$ cat config.mk
export PLATFORM = sky130hd
export DESIGN_NAME = epu_job_loader
export DESIGN_NICKNAME = d
export VERILOG_FILES = /design/src/rtl/epu_pkg.sv /design/src/rtl/epu_job_shreg.sv /design/src/rtl/epu_job_loader.sv
export SDC_FILE = /design/constraint.sdc
export NUM_CORES = 2
export LEC_CHECK = 0
export BUFFER_PORTS_ARGS = -buffer_cell sky130_fd_sc_hd__buf_2
export CORE_AREA = 5 5 412 414
export CTS_CLUSTER_SIZE = 30
export DETAILED_ROUTE_END_ITERATION = 12
export DIE_AREA = 0 0 417 419
export SYNTH_ARGS = -nofsm -noshare
export SYNTH_HDL_FRONTEND = slang
export SYNTH_SLANG_ARGS = --single-unit
$ cat constraint.sdc
create_clock -name axiclk -period 3.3 [get_ports axiclk]
set_clock_uncertainty 0.2 [all_clocks]
set_input_delay 0.66 -clock axiclk [delete_from_list [all_inputs] [get_ports axiclk]]
set_output_delay 0.66 -clock axiclk [all_outputs]
set_load 0.02 [all_outputs]
$ cat src/rtl/epu_pkg.sv
// Shared constants and state type for the EPU verify-job loader.
package epu_pkg;

  localparam int SIGN_W = 512;
  localparam int KEY_W  = 256;
  localparam int HASH_W = 256;
  localparam int JOB_W  = 1024;

  // Loader sequencing states
  typedef enum logic [1:0] {
    LOAD  = 2'd0,
    ISSUE = 2'd1,
    WAIT  = 2'd2,
    RESP  = 2'd3
  } epu_state_e;

  // Number of load words that make up one job
  function automatic int job_words(input int word_w);
    return JOB_W / word_w;
  endfunction

endpackage

$ cat src/rtl/epu_job_shreg.sv
// Job assembly shift register: each accepted word enters at the LSB end and
// older words move up, so the first word of a job lands in the MSBs.
module epu_job_shreg
  import epu_pkg::*;
#(
  parameter int WORD_W = 32
) (
  input  logic              clk,
  input  logic              rst_n,
  input  logic              en,
  input  logic [WORD_W-1:0] din,
  output logic [JOB_W-1:0]  q
);

  // Shift one word in per accept; a reset discards any partial job
  always_ff @(posedge clk or negedge rst_n) begin
    if (!rst_n) begin
      q <= '0;
    end else if (en) begin
      q <= {q[JOB_W-WORD_W-1:0], din};
    end else begin
      q <= q;
    end
  end

endmodule

$ cat src/rtl/epu_job_loader.sv
// Initiator side of the EPU verify interface. Collects one Ed25519 verify
// job (sign, key, rhash) from a word stream, starts the EPU with a one-cycle
// valid pulse, waits for the rising edge of ready and returns the result.
// Optional build macro EPU_LOADER_TIMEOUT_EN adds a WAIT-state watchdog that
// aborts the job with res_timeout=1 after TIMEOUT_CYCLES cycles.
module epu_job_loader
  import epu_pkg::*;
#(
  parameter int WORD_W         = 32,
  parameter int TIMEOUT_CYCLES = 1048576
) (
  input  logic               axiclk,
  input  logic               resetn,
  input  logic               wr_valid,
  output logic               wr_ready,
  input  logic [WORD_W-1:0]  wr_data,
  output logic [SIGN_W-1:0]  sign,
  output logic [KEY_W-1:0]   key,
  output logic [HASH_W-1:0]  rhash,
  output logic               valid,
  input  logic               ready,
  input  logic               result,
  output logic               res_valid,
  input  logic               res_ready,
  output logic               res_pass,
  output logic               res_timeout,
  output logic               busy
);

  localparam int NW    = job_words(WORD_W);
  localparam int CNT_W = $clog2(NW);
  localparam logic [CNT_W-1:0] LAST_CNT = CNT_W'(NW - 1);

  epu_state_e       state_r;
  logic [CNT_W-1:0] cnt_r;
  logic             ready_q_r;
  logic             accept_s;
  logic             rise_s;
  logic             wd_hit_s;
  logic [JOB_W-1:0] job_s;

  // wr_ready is only ever high in LOAD, so this is the LOAD-state accept
  assign accept_s = wr_valid & wr_ready;
  assign rise_s   = ready & ~ready_q_r;

  epu_job_shreg #(
    .WORD_W (WORD_W)
  ) u_shreg (
    .clk   (axiclk),
    .rst_n (resetn),
    .en    (accept_s),
    .din   (wr_data),
    .q     (job_s)
  );

  assign sign  = job_s[JOB_W-1 -: SIGN_W];
  assign key   = job_s[HASH_W +: KEY_W];
  assign rhash = job_s[HASH_W-1:0];

  // Previous ready sample, tracked in every state for edge detection
  always_ff @(posedge axiclk or negedge resetn) begin
    if (!resetn) begin
      ready_q_r <= 1'b0;
    end else begin
      ready_q_r <= ready;
    end
  end

`ifdef EPU_LOADER_TIMEOUT_EN
  localparam int WD_W = (TIMEOUT_CYCLES > 1) ? $clog2(TIMEOUT_CYCLES) : 1;
  localparam logic [WD_W-1:0] WD_LAST = WD_W'(TIMEOUT_CYCLES - 1);

  logic [WD_W-1:0] wd_cnt_r;
  logic            res_timeout_r;

  // A genuine ready edge in the same cycle always wins over the watchdog
  assign wd_hit_s = (state_r == WAIT) && (wd_cnt_r == WD_LAST) && !rise_s;

  // Watchdog: cleared while the job is issued, counts WAIT cycles
  always_ff @(posedge axiclk or negedge resetn) begin
    if (!resetn) begin
      wd_cnt_r <= '0;
    end else if (state_r == ISSUE) begin
      wd_cnt_r <= '0;
    end else if ((state_r == WAIT) && !wd_hit_s) begin
      wd_cnt_r <= wd_cnt_r + WD_W'(1);
    end else begin
      wd_cnt_r <= wd_cnt_r;
    end
  end

  // Timeout flag is raised with the aborted response and drops with res_valid
  always_ff @(posedge axiclk or negedge resetn) begin
    if (!resetn) begin
      res_timeout_r <= 1'b0;
    end else if (wd_hit_s) begin
      res_timeout_r <= 1'b1;
    end else if (res_valid && res_ready) begin
      res_timeout_r <= 1'b0;
    end else begin
      res_timeout_r <= res_timeout_r;
    end
  end

  assign res_timeout = res_timeout_r;
`else
  assign wd_hit_s    = 1'b0;
  assign res_timeout = 1'b0;
`endif

  // Job sequencing: load words, pulse valid, await EPU edge, hand back result
  always_ff @(posedge axiclk or negedge resetn) begin
    if (!resetn) begin
      state_r   <= LOAD;
      cnt_r     <= '0;
      wr_ready  <= 1'b0;
      valid     <= 1'b0;
      res_valid <= 1'b0;
      res_pass  <= 1'b0;
      busy      <= 1'b0;
    end else begin
      case (state_r)
        LOAD: begin
          if (accept_s) begin
            busy <= 1'b1;
            if (cnt_r == LAST_CNT) begin
              cnt_r    <= '0;
              wr_ready <= 1'b0;
              valid    <= 1'b1;
              state_r  <= ISSUE;
            end else begin
              cnt_r    <= cnt_r + CNT_W'(1);
              wr_ready <= 1'b1;
            end
          end else begin
            wr_ready <= 1'b1;
          end
        end
        ISSUE: begin
          valid   <= 1'b0;
          state_r <= WAIT;
        end
        WAIT: begin
          if (rise_s) begin
            res_pass  <= result;
            res_valid <= 1'b1;
            state_r   <= RESP;
          end else if (wd_hit_s) begin
            res_pass  <= 1'b0;
            res_valid <= 1'b1;
            state_r   <= RESP;
          end else begin
            state_r <= WAIT;
          end
        end
        RESP: begin
          if (res_valid && res_ready) begin
            res_valid <= 1'b0;
            wr_ready  <= 1'b1;
            busy      <= 1'b0;
            state_r   <= LOAD;
          end else begin
            state_r <= RESP;
          end
        end
        default: begin
          state_r   <= LOAD;
          cnt_r     <= '0;
          wr_ready  <= 1'b0;
          valid     <= 1'b0;
          res_valid <= 1'b0;
          busy      <= 1'b0;
        end
      endcase
    end
  end

endmodule

==> flow_summary_export.csv <==
group,metric,value,unit
floorplan,die_area,174700,µm²
placement,dp.cells,5467,
worst_setup_path,slowest_delay,590,ps
cells_and_area,drive_above_1_share,0.6011,
grt,gr-total-overflow,0,
worst_setup_path,worst-path-buf-inv,1,
drt,routed_wl,120900,µm
pwr,internal_power,32.29,mW
floorplan,io_pins,1068,
synthesis,synth_top_area_frac,0.6729,
cells_and_area,top_register,"u_shreg.q",
placement,post-dp-hpwl,93720,µm
drt,ant_nets,0,
drt,wl_per_cell,21.17,µm
floorplan,die_x,417,µm
worst_setup_path,crit_family,"flip-flops",
grt,grt_pass1_wl,175700,µm
synthesis,yosysSeqAreaShare,0.6729,
drt,remaining_drc_errors,0,
pwr,sequentialPowerShare,0.417,
drt,viasPerCell,4.119,
pwr,swShare,0.4021,
cells_and_area,stdcell_area,51090,µm²
cells_and_area,fillers,16680,
worst_setup_path,arrival,1600,ps
min_path,holdPathStages,4,
synthesis,ys_seq_elements,1037,
grt,antenna_found_initial,0,
clocking,cts_buffer_depth,3,
pwr,max-vdd-ir-drop,0.6900,mV
floorplan,start_util,0.2324,
drt,drt_iter0_markers,944,
synthesis,synthCells,2225,
cells_and_area,nets,3459,
clocking,cts_resized,0,
synthesis,yosys_warnings,0,
pwr,total_power,54.01,mW
drt,dr.pass1.iters,4,
worst_setup_path,slowest_stage,"dfrtp_1",
placement,place.gp.congestion,0.8458,
worst_setup_path,crit_path_start_kind,"register",
synthesis,synth_most_common_cell,"dfrtp_1",
synthesis,synth_edf_count,0,
sta,fin_crit,2461,ps
worst_setup_path,worstPathRequired,2440,ps
floorplan,die_h,419,µm
worst_setup_path,cp_cell_sequence,"buf_2",
clocking,cts.sink_count,1037,
grt,grt_pass1_vias,24720,
sta,fin_crit_sh,0.7458,
pwr,pwr-share-clk,0.236,
floorplan,core_area,165900,µm²
sta,worstMarginPinSlew,915.9,ps
clocking,cts_tree,"built",
worst_setup_path,rr_worst_depth,3,
clocking,clk_pin_slew,60,ps
run,maxCapViolCount,0,
synthesis,syn_area,38560,µm²
cells_and_area,largest_registers,"u_shreg.q: 1024 flops, cnt_r: 5 flops, state_r: 2 flops",
sta,report.final.setup_viol,0,
synthesis,synthArstFlopShare,1.000,
clocking,worst_skew_pair.late_latency,750,ps
worst_setup_path,path_class,"register to output port",
pwr,combPwrFrac,0.347,
clocking,clock-root-buffer,"clkbuf_16",
run_status,status,"finished, final reports clean",
sta,max-slew-margin-rel,0.3894,
clocking,htreeDepth,3,
grt,grt_usage,0.1336,
placement,dpl_worst_slack,759.4,ps
clocking,numCtsBuffers,113,
drt,vias,23520,
sta,setup_ws,839.0,ps
pwr,power_density,1057,nW/µm²
floorplan,num_rows,150,
worst_setup_path,critPathCaptureType,"output port",
worst_setup_path,path_depth,1,
cells_and_area,layoutNonFillerInstCount,5711,
sta,slew_viol_final,0,
synthesis,synthTopCellsByCount,"1037 x dfrtp_1, 779 x mux2_2, 249 x mux2_1",
sta,hold_viol_final,0,
clocking,cts_setup_buffers,0,
synthesis,yosys.area.top_type,"dfrtp_1",
placement,place_area,46920,µm²
sta,finalSetupTns,0,ps
synthesis,synth_area_leaders,"dfrtp_1 67%, mux2_2 23%, mux2_1 7.3%",
pwr,power_leakage,25.10,nW
synthesis,synth_ff_type,"dfrtp_1",
cells_and_area,largest_register_ffs,1024,
synthesis,synth.avg_cell_area,17.33,µm²
grt,grt_max_degree,96,
sta,max_clock_freq,406.3,MHz
sta,grt_setup_unrepaired,"false",
worst_setup_path,worstPathMaxFanout,3,
cells_and_area,area_growth,32.48,%
synthesis,synth_nets,2270,
min_path,hold_path.class,"input port to register",
placement,port_buffers,1066,
synthesis,synth.distinct_cells,29,
pwr,p_sw,21.72,mW
timing repair:
action | 4_1_cts | 5_1_grt
endpoints found under the setup margin | 0 | 0
hold buffers | 36 | 0
hold endpoints to repair | 60 | 0
power by group through the flow:
| stage | combinational [mW] | sequential [mW] | clock, mW |
|---|---|---|---|
| 3_3_place_gp | 18.9 | 22.7 | 0 |
| 4_1_cts | 19.1 | 22.7 | 13.2 |
| 2_1_floorplan | 4.85 | 27.0 | 0 |
| 3_5_place_dp | 19.0 | 22.9 | 0 |
| 6_report | 18.7 | 22.5 | 12.8 |
| 5_1_grt | 19.8 | 23.3 | 13.7 |
final timing paths:
check                                           startpoint                          to  slack [ps]
min in group asynchronous                           resetn  u_shreg.q[250]$_DFFE_PN0N_         300
worst max register to register        wr_ready$_DFFE_PN0P_  u_shreg.q[570]$_DFFE_PN0N_        1110
worst max-delay path            u_shreg.q[501]$_DFFE_PN0N_                    key[245]         840
worst min-delay path                              wr_valid        cnt_r[0]$_DFFE_PN0P_         260
worst min register to register        cnt_r[3]$_DFFE_PN0P_        cnt_r[3]$_DFFE_PN0P_         270
max in group asynchronous                           resetn  u_shreg.q[500]$_DFFE_PN0N_        1450
metal layers:
metal	vias to the layer above	share of wire	GRT usage
met1	12250	0.37	0.1474
li1	10350	-	-
met2	746	0.52	0.2395
met5	-	0	0
met3	172	0.073	0.04225
met4	0	0.034	0.05155
cells by family (layout without fill, tap and decap cells):
family | Yosys count | count (layout) | share of synthesized area
DFF | 1037 | 1037 | 0.6729
muxes | 1029 | 1029 | 0.3004
and+or+nand+nor | 17 | 17 | 0.002272
buffers and inverters | 118 | 1398 | 0.01914
adders and majority gates | 7 | 7 | 0.002271
other | 1 | 3 | 0.00009724
AOI/OAI and AO/OA | 16 | 16 | 0.002888
final cells by class:
type                       instances  area, µm²  share of cell area
antenna                            2      5.005          0.00009796
clock buffer                     168       3264             0.06389
clock inverter                    38      544.3             0.01065
inverter                           4      15.01           0.0002939
multi-input combinational       1070      11890              0.2327
sequential                      1037      25950              0.5079
tap                             2204       2758             0.05398
timing repair buffer            1188       6664              0.1304
metrics by stage:
step | utilization | hold WS (ps)
global placement | 0.2828 | 256.5
finish | 0.3079 | 262.7
global route | 0.3079 | 246.0
detailed placement | 0.2828 | 269.3
CTS | 0.3079 | 140.7
floorplan | - | 164.4
placed cells by master, fill, tap and decap left out, drive strengths merged, types with 2 or more instances in the layout:
cell / netlist / final
dfrtp: 1037 / 1037
clkinv: 0 / 18
o21ai: 5 / 5
mux2: 1028 / 1028
nor3: 2 / 2
ha: 7 / 7
inv: 4 / 13
nand3: 3 / 3
o2bb2ai: 2 / 2
nand2: 3 / 3
o31ai: 3 / 3
clkinvlp: 0 / 4
a21boi: 2 / 2
bufinv: 0 / 7
dlygate4sd3: 0 / 36
nor2: 4 / 4
clkbuf: 7 / 168
diode: 0 / 2
buf: 107 / 1152
Note: power is estimated with default switching activity, not from simulation.
